File: src/rtl/pfd_pkg.sv
// rtl/pfd_pkg.sv - shared state type and sizing helpers for the sampled phase-frequency detector
package pfd_pkg;

   typedef enum logic [1:0] {
      IDLE = 2'd0,
      UP   = 2'd1,
      DN   = 2'd2,
      BOTH = 2'd3
   } pfd_state_e;

   // Signed error width: magnitude up to max_pulse plus a sign bit.
   function automatic int err_width(input int max_pulse);
      return $clog2(max_pulse + 1) + 1;
   endfunction

   // Width of the lock counter, which saturates at lock_count.
   function automatic int lock_cnt_width(input int lock_count);
      return $clog2(lock_count + 1);
   endfunction

endpackage

File: src/rtl/edge_sync.sv
// rtl/edge_sync.sv - synchronizer chain with registered rising-edge detect
module edge_sync #(
   parameter int SYNC_STAGES = 2
) (
   input  logic clk_i,
   input  logic rst_i,
   input  logic en_i,
   input  logic d_i,
   output logic rise_o
);

   logic [SYNC_STAGES-1:0] sync_q;
   logic                   prev_q;
   logic                   rise_q;

   // Sync flops, previous-value register and the gated, registered rise pulse
   always_ff @(posedge clk_i) begin
      if (rst_i) begin
         sync_q <= '0;
         prev_q <= 1'b0;
         rise_q <= 1'b0;
      end else begin
         sync_q <= {sync_q[SYNC_STAGES-2:0], d_i};
         prev_q <= sync_q[SYNC_STAGES-1];
         rise_q <= en_i & sync_q[SYNC_STAGES-1] & ~prev_q;
      end
   end

   assign rise_o = rise_q;

endmodule

File: src/rtl/pfd_sampled.sv
// rtl/pfd_sampled.sv - sampled digital PFD with up/down drive, signed phase error and lock flag
module pfd_sampled
   import pfd_pkg::*;
#(
   parameter  int SYNC_STAGES = 2,
   parameter  int MIN_PULSE   = 2,
   parameter  int MAX_PULSE   = 255,
   parameter  int LOCK_WINDOW = 1,
   parameter  int LOCK_COUNT  = 16,
   localparam int ERR_W       = err_width(MAX_PULSE)
) (
   input  logic                    clk,
   input  logic                    rst,
   input  logic                    ref_in,
   input  logic                    fb_in,
   output logic                    up,
   output logic                    down,
   output logic signed [ERR_W-1:0] phase_err,
   output logic                    err_valid,
   output logic                    lock
);

   localparam int CNT_W   = $clog2(MAX_PULSE + 1);
   localparam int LK_W    = lock_cnt_width(LOCK_COUNT);
   localparam int BLANK_W = $clog2(SYNC_STAGES + 2);
   localparam int BOTH_W  = (MIN_PULSE > 1) ? $clog2(MIN_PULSE) : 1;

   localparam logic [CNT_W-1:0]          CNT_MAX    = CNT_W'(MAX_PULSE);
   localparam logic [LK_W-1:0]           LK_MAX     = LK_W'(LOCK_COUNT);
   localparam logic [BLANK_W-1:0]        BLANK_INIT = BLANK_W'(SYNC_STAGES + 1);
   localparam logic [BOTH_W-1:0]         BOTH_LAST  = BOTH_W'(MIN_PULSE - 1);
   localparam logic signed [ERR_W-1:0]   WIN_POS    = ERR_W'(LOCK_WINDOW);
   localparam logic signed [ERR_W-1:0]   WIN_NEG    = ERR_W'(-LOCK_WINDOW);

   logic ref_rise, fb_rise, rise_en;

   pfd_state_e              state_q, state_d;
   logic [CNT_W-1:0]        cnt_q, cnt_d;
   logic [BOTH_W-1:0]       both_q, both_d;
   logic                    pend_ref_q, pend_ref_d, pend_fb_q, pend_fb_d;
   logic signed [ERR_W-1:0] err_q, err_d;
   logic                    err_valid_q, err_valid_d;
   logic                    up_q, down_q;
   logic [BLANK_W-1:0]      blank_q, blank_d;
   logic [LK_W-1:0]         lk_cnt_q, lk_cnt_d;
   logic                    lock_q;

   logic signed [ERR_W-1:0] lead;
   logic                    launch, start_ref, start_fb, in_win;

   // Rises are suppressed until the blanking counter drains after reset.
   assign rise_en = (blank_q == '0);

   edge_sync #(.SYNC_STAGES(SYNC_STAGES)) u_ref_sync (
      .clk_i (clk),
      .rst_i (rst),
      .en_i  (rise_en),
      .d_i   (ref_in),
      .rise_o(ref_rise)
   );

   edge_sync #(.SYNC_STAGES(SYNC_STAGES)) u_fb_sync (
      .clk_i (clk),
      .rst_i (rst),
      .en_i  (rise_en),
      .d_i   (fb_in),
      .rise_o(fb_rise)
   );

   assign lead = $signed({1'b0, cnt_q});

   // Next-state logic: lead counting in UP/DN, pending capture in BOTH, IDLE rules on launch
   always_comb begin
      state_d     = state_q;
      cnt_d       = cnt_q;
      both_d      = both_q;
      pend_ref_d  = pend_ref_q;
      pend_fb_d   = pend_fb_q;
      err_d       = err_q;
      err_valid_d = 1'b0;
      start_ref   = ref_rise;
      start_fb    = fb_rise;
      launch      = (state_q == IDLE);

      case (state_q)
         UP: begin
            cnt_d = (cnt_q == CNT_MAX) ? cnt_q : cnt_q + CNT_W'(1);
            if (fb_rise) begin
               state_d     = BOTH;
               both_d      = BOTH_LAST;
               err_d       = lead;
               err_valid_d = 1'b1;
            end
         end
         DN: begin
            cnt_d = (cnt_q == CNT_MAX) ? cnt_q : cnt_q + CNT_W'(1);
            if (ref_rise) begin
               state_d     = BOTH;
               both_d      = BOTH_LAST;
               err_d       = -lead;
               err_valid_d = 1'b1;
            end
         end
         BOTH: begin
            // Repeat rises on one input merge into a single pending flag.
            start_ref  = pend_ref_q | ref_rise;
            start_fb   = pend_fb_q | fb_rise;
            pend_ref_d = start_ref;
            pend_fb_d  = start_fb;
            if (both_q == '0) begin
               launch = 1'b1;
            end else begin
               both_d = both_q - BOTH_W'(1);
            end
         end
         default: ;
      endcase

      if (launch) begin
         pend_ref_d = 1'b0;
         pend_fb_d  = 1'b0;
         if (start_ref && start_fb) begin
            state_d     = BOTH;
            both_d      = BOTH_LAST;
            err_d       = '0;
            err_valid_d = 1'b1;
         end else if (start_ref) begin
            state_d = UP;
            cnt_d   = CNT_W'(1);
         end else if (start_fb) begin
            state_d = DN;
            cnt_d   = CNT_W'(1);
         end else begin
            state_d = IDLE;
         end
      end
   end

   // Lock counter and blanking counter next values
   always_comb begin
      in_win   = (err_q <= WIN_POS) && (err_q >= WIN_NEG);
      lk_cnt_d = lk_cnt_q;
      if (err_valid_q) begin
         if (!in_win) begin
            lk_cnt_d = '0;
         end else if (lk_cnt_q != LK_MAX) begin
            lk_cnt_d = lk_cnt_q + LK_W'(1);
         end
      end
      blank_d = (blank_q != '0) ? blank_q - BLANK_W'(1) : blank_q;
   end

   // FSM state, lead counter, pending flags and registered up/down/error outputs
   always_ff @(posedge clk) begin
      if (rst) begin
         state_q     <= IDLE;
         cnt_q       <= '0;
         both_q      <= '0;
         pend_ref_q  <= 1'b0;
         pend_fb_q   <= 1'b0;
         err_q       <= '0;
         err_valid_q <= 1'b0;
         up_q        <= 1'b0;
         down_q      <= 1'b0;
      end else begin
         state_q     <= state_d;
         cnt_q       <= cnt_d;
         both_q      <= both_d;
         pend_ref_q  <= pend_ref_d;
         pend_fb_q   <= pend_fb_d;
         err_q       <= err_d;
         err_valid_q <= err_valid_d;
         up_q        <= (state_d == UP) || (state_d == BOTH);
         down_q      <= (state_d == DN) || (state_d == BOTH);
      end
   end

   // Post-reset blanking and lock detection
   always_ff @(posedge clk) begin
      if (rst) begin
         blank_q  <= BLANK_INIT;
         lk_cnt_q <= '0;
         lock_q   <= 1'b0;
      end else begin
         blank_q  <= blank_d;
         lk_cnt_q <= lk_cnt_d;
         lock_q   <= (lk_cnt_d == LK_MAX);
      end
   end

   assign up        = up_q;
   assign down      = down_q;
   assign phase_err = err_q;
   assign err_valid = err_valid_q;
   assign lock      = lock_q;

endmodule

File: config.mk
export PLATFORM = sky130hd
export DESIGN_NAME = pfd_sampled
export DESIGN_NICKNAME = d
export VERILOG_FILES = /design/src/rtl/pfd_pkg.sv /design/src/rtl/edge_sync.sv /design/src/rtl/pfd_sampled.sv
export SDC_FILE = /design/constraint.sdc
export NUM_CORES = 1
export LEC_CHECK = 0
export ABC_AREA = 1
export CORE_ASPECT_RATIO = 0.7
export CORE_UTILIZATION = 51
export CTS_CLUSTER_SIZE = 14
export DETAILED_ROUTE_END_ITERATION = 10
export PLACE_DENSITY_LB_ADDON = 0.05
export SYNTH_ARGS = -nofsm -noshare
export SYNTH_HDL_FRONTEND = slang
export SYNTH_HIERARCHICAL = 1
export SYNTH_SLANG_ARGS = --single-unit
File: constraint.sdc
create_clock -name clk -period 1.6 [get_ports clk]
set_clock_uncertainty 0.15 [all_clocks]
set_input_delay 0.32 -clock clk [delete_from_list [all_inputs] [get_ports clk]]
set_output_delay 0.32 -clock clk [all_outputs]
set_load 0.02 [all_outputs]
Word level (Yosys, flattened, before mapping) --
Cells that the tools add are included.
Operators by class: $add $sub $neg 5, magnitude comparators 2, eq/ne operators 9, mux-type cells 36, bitwise logic cells 8, reductions and logical operators 9
Operator list (number):
- $mux W8 | 6
- $mux W9 | 4
- $pmux W9 S2 | 1
- $mux W5 | 3
- $mux W1 | 13
- $mux W2 | 6
- $ge A9 B1 Y1 const B | 1
- $le A9 B2 Y1 const B | 1
- $neg A8 Y9 | 1
- $add A8 B1 Y8 const B | 1
- $eq A2 B2 Y1 const B | 4
- $eq A8 B8 Y1 const B | 1
- $add A5 B1 Y5 const B | 1
- $eq A5 B5 Y1 const B | 1
- $ne A5 B5 Y1 const B | 1
- $and A1 B1 Y1 | 4
- $eq A2 B1 Y1 const B | 2
- $logic_not A2 Y1 | 2
- $pmux W2 S2 | 1
- $reduce_or A2 Y1 | 2
- $pmux W1 S3 | 1
- $logic_and A1 B1 Y1 | 2
- $logic_or A1 B1 Y1 | 2
- $not A1 Y1 | 2
- other kinds (5) | 6
Storage, ports and cells: bits in registers 41, input bits 4, output and inout port bits 13, word-level logic and storage cells 87

Logic depth before layout (Yosys ltp) --
Gate-level depths: netlist (run 1).
depth after elaboration 8, gate-level depth with buffers 10, depth with buffers taken out 10

Hierarchy --
Netlist (run 1), hierarchy kept.
By module, submodules not included:
- pfd_sampled | times used 1, cells each 258, area an instance 1801.7 um^2, sequential area each 640.6 um^2
- edge_sync | times used 2, cells each 14, area an instance 122.6 um^2, sequential area each 80.1 um^2

Worst setup path before layout (run 1) --
OpenSTA, ideal clock, no wires.
path kind register to register, from register state_q[0], to register cnt_q[4], setup time 0.116 ns, arrival 1.579 ns, data required time 1.334 ns, slack -0.246 ns, stages on the path, launching flop included 9, path buffers 1, clock period less this slack 1.846 ns, path through dfxtp_1 > inv_1 > ha_1 > buf_4 > inv_2 > a31oi_1 > nand2_1 > xor2_1 > nor2_1
On the way: word-level cells in the longest chain between the ends 7, elaborated cells between the ends (all ways) 15, those cells by class eq/ne (3); mux (9); reduce/logical (3)
Ends and longest elaborated chain:
- start, declared | RTL line pfd_sampled.sv:37 | pfd_state_e state_q, state_d;
- start signal, assigned | RTL line pfd_sampled.sv:166 | state_q <= state_d;
- $eq A2 B2 Y1 / $eq A2 B1 Y1 (equally long branches) | RTL line pfd_sampled.sv:85 | case (state_q)
- $reduce_or A2 Y1 (no source line)
- $mux W8
- $mux W8 | RTL line pfd_sampled.sv:130 | end else if (start_fb) begin
- $mux W8 | RTL line pfd_sampled.sv:127 | end else if (start_ref) begin
- $mux W8 | RTL line pfd_sampled.sv:122 | if (start_ref && start_fb) begin
- $mux W8 * | RTL line pfd_sampled.sv:119 | if (launch) begin
- end signal, assigned | RTL line pfd_sampled.sv:167 | cnt_q <= cnt_d;
- end, declared | RTL line pfd_sampled.sv:38 | logic [CNT_W-1:0] cnt_q, cnt_d;
Mark *: on every way between the ends. The rest lies on a longest branch, timed or not. A chain may end at the register's enable or synchronous reset.

Final worst setup path (run 1) --
from register state_q[0], to register err_valid_q (netlist: err_valid)
On the way: word-level cells in the longest chain between the ends 5, elaborated cells between the ends (all ways) 12, those cells by class eq/ne (3); mux (7); reduce/logical (2)
Ends and longest elaborated chain:
- $eq A2 B2 Y1 | RTL line pfd_sampled.sv:85
- $mux W1 | RTL line pfd_sampled.sv:85
- $logic_and A1 B1 Y1 | RTL line pfd_sampled.sv:122
- $mux W1 | RTL line pfd_sampled.sv:122
- $mux W1 * | RTL line pfd_sampled.sv:119
- end signal, assigned | RTL line pfd_sampled.sv:172 | err_valid_q <= err_valid_d;
- end, declared | RTL line pfd_sampled.sv:42 | logic err_valid_q, err_valid_d;
Marks and branches as above.

==> results.txt, run 1 <==
CP delay by family, top: flip-flops
Achievable Freq: 613 MHz
Grt ovf: 0
Vias in the first global route: 1863
Outcome: finished with violations
Most frequent cells in the layout: 39 x buf_4, 38 x nand2_1, 34 x inv_1
Reg clk slew, reported paths: 80 ps
Power Internal: 1.53 mW
CTS tree: done
Mux cell area share after synthesis: 0
Area of the multi-input gates: 1300 µm²
Total number of vias: 2143
DP Worst Slack: -168 ps
First-pass GRT wire length: 8780 µm
Post-synthesis sequential area ratio: 0.391
Crit path DAT: 1680 ps
Row cnt: 18
DR vias/cell: 5.41
Post-route ant nets: 0
Rel. slew slack: 0.770
Critical path depth: 6
Final WS setup: -31.9 ps
Placed Instance Area: 2510 µm²
Adder-cell area share of the yosys netlist: 0.0611
Clk root buf: clkbuf_8
Initial antenna violation count: 0
Register Area: 823 µm²
Inst Count DP: 380
CP Cell Sequence: inv_4, ha_4, inv_8, nor2_4, inv_2, a31oi_1
Share of layout cells above drive strength 1: 0.376
WP buf/inv: 3
I/O Buffers: 16
Core ar.: 3670 µm²
Final Max Tran Viols: 0
Clock power frac: 0.421
# DRC: 0
Logic pwr share: 0.069
Total negative slack: -39.8 ps
Hold-critical path depth: 2
Max clock buf depth: 2
Die Ht: 55.0 µm
Hold slack final: 253 ps
Worst-skew pair later-pin latency: 290 ps
Gate count of the mapped netlist: 286
CTS H-Tree Depth: 2
Post-Route WL: 5930 µm
Final setup viols: 4
Fin util: 0.798
Worst Tran Pin Value: 344 ps
Synth Cell Area: 2050 µm²
Switching power: 0.472 mW
Tmin final: 1630 ps
Sequential share of power: 0.511
Commonest non-fill, non-tap cell in the layout: buf_4
Pwr Total: 2.00 mW
Final period utilization: 1.02
Post-Synth XOR/XNOR Area: 0.0171
Synth Area in Compound Gates: 0.158
Kind of critical path: register to register
Largest family of logic cells by synthesized area: simple AND/OR/NAND/NOR gates
Maxcap violations: 0
# diodes: 0
Hold_buf cts: 0
I/O pin count: 17
Global Route Usage Sum: 0.272
Design Area, Final: 2930 µm²
Warnings from Yosys: 6
Clock Sinks: 40
Initial Util: 0.558
Failing checks: negative setup slack
Drt wl/cell: 15.0 µm
Critical Path End Type: register
Syn Nets: 300
1st-iter DRT viols: 90
DIE AREA: 4270 µm²
DP Wirelength: 3760 µm
Worst-path maximum fanout: 7
Req. time, crit path: 1640 ps
Net Sw Frac: 0.236
Worst VDD drop: 546 µV
CP peak stage delay: 400 ps
Final cell count without fillers: 396
Slowest CP cell: dfxtp_4
Die W: 77.7 µm
Synth Register Bits: 40
Total CTS buffers: 5
TritonRoute pass-1 iters: 5
Nets: 359
Power per cell area: 683 nW/µm²
RSZ-0062 raised after global routing: true
Post-Synth Simple-Gate Area: 0.274
Synth cell types: 33
Pleak: 1.31 nW
Final hold violation count: 0
Syn Area/Cell: 7.16 µm²
CP Launch Type: register
Fillers: 243
FF-to-FF path depth: 6
Synthesis-to-layout area growth: 43.2%
Final Wtd Congestion: 0.900
Hold Crit Class: register to register
Largest net degree at the start of global routing: 19
## layer usage
metal / share of wire / global-route usage
met1: 0.47 / 0.378
met2: 0.44 / 0.437
met3: 0.064 / 0.0557
met4: 0.023 / 0.0660
met5: 0 / 0
## kinds of logic (layout without fill, tap and decap cells)
kind of cell | Yosys count | count (layout)
adder cells (fa/ha/maj) | 10 | 10
AND/OR/NAND/NOR | 128 | 128
AO/OA/AOI/OAI | 54 | 54
flip-flops | 40 | 40
XOR/XNOR | 4 | 4
buffers and inverters | 50 | 110
## what timing repair did
action	in CTS	in global routing
setup buffers	2	6
pin swaps	4	27
endpoints found under the setup margin	35	28
resized for setup	37	54
## synth_stat cells, drive strengths merged
cell / instances / area share
clkbuf: 1 / 0.0018
a22oi: 1 / 0.0037
ha: 10 / 0.061
nand2: 59 / 0.12
nor3b: 1 / 0.0037
a31oi: 6 / 0.018
a211oi: 2 / 0.0098
nor3: 3 / 0.0073
a21o: 2 / 0.0073
nand3: 16 / 0.039
a21oi: 19 / 0.048
nand3b: 1 / 0.0037
o22ai: 2 / 0.0061
o221ai: 1 / 0.0043
xor2: 4 / 0.017
inv: 46 / 0.084
dfxtp: 40 / 0.39
nor2: 43 / 0.086
nand4: 5 / 0.015
a221oi: 2 / 0.0086
o21ai: 19 / 0.052
buf: 3 / 0.012
## worst register-to-register path, delay by kind of cell, from the launching register on
| family | cells | cell delay [ps] |
|---|---|---|
| buffers and inverters | 3 | 220 |
| flip-flops | 1 | 400 |
| AND/OR/NAND/NOR | 1 | 180 |
| adder cells (fa/ha/maj) | 1 | 320 |
| AO/OA/AOI/OAI | 1 | 280 |
## power by group through the flow
stage                     logic, mW  clock network, mW  registers, mW
after floorplan              0.0666                  0           1.05
after global placement        0.112                  0           1.05
after detailed placement      0.115                  0           1.05
after CTS                     0.121              0.837           1.02
after global routing          0.151              0.893           1.02
final                         0.137              0.842           1.02
## flip-flops by register name, indices dropped and copies added, names as in the netlist
signal             count
u_ref_sync/rise_o      1
u_fb_sync/prev_q       1
err_valid              1
blank_q                2
down                   1
state_q                2
u_fb_sync/rise_o       1
lk_cnt_q               5
phase_err              9
pend_ref_q             1
both_q                 1
u_ref_sync/sync_q      2
cnt_q                  8
u_ref_sync/prev_q      1
u_fb_sync/sync_q       2
lock                   1
pend_fb_q              1
## layout make-up
class / instances / area share
multi-input cells: 196 / 0.444
flip-flops and latches: 40 / 0.281
repair buffers: 56 / 0.154
inverters: 46 / 0.0623
clock inverters: 3 / 0.0145
well taps: 50 / 0.0213
clock buffers: 5 / 0.0235
## final timing paths
| check | startpoint | end | slack (ps) |
|---|---|---|---|
| setup / recovery | state_q[0]$_SDFF_PP0_ | err_valid$_SDFF_PP0_ | -30 |
| hold / removal | u_ref_sync/sync_q[0]$_SDFF_PP0_ | u_ref_sync/sync_q[1]$_SDFF_PP0_ | 250 |
| setup reg to reg | state_q[0]$_SDFF_PP0_ | err_valid$_SDFF_PP0_ | -30 |
| hold reg to reg | u_ref_sync/sync_q[0]$_SDFF_PP0_ | u_ref_sync/sync_q[1]$_SDFF_PP0_ | 250 |
No activity file was read; power rests on OpenSTA's default activity.
==> run 2: changes to the inputs <==
--- a/config.mk
+++ b/config.mk
@@ -6,6 +6,7 @@
 export NUM_CORES = 1
 export LEC_CHECK = 0
 export ABC_AREA = 1
+export CAP_MARGIN = 0
 export CORE_ASPECT_RATIO = 0.7
 export CORE_UTILIZATION = 51
 export CTS_CLUSTER_SIZE = 14
==> results of run 2 <==
No change in the layout: final DEF, timing and power equal those of run 1.
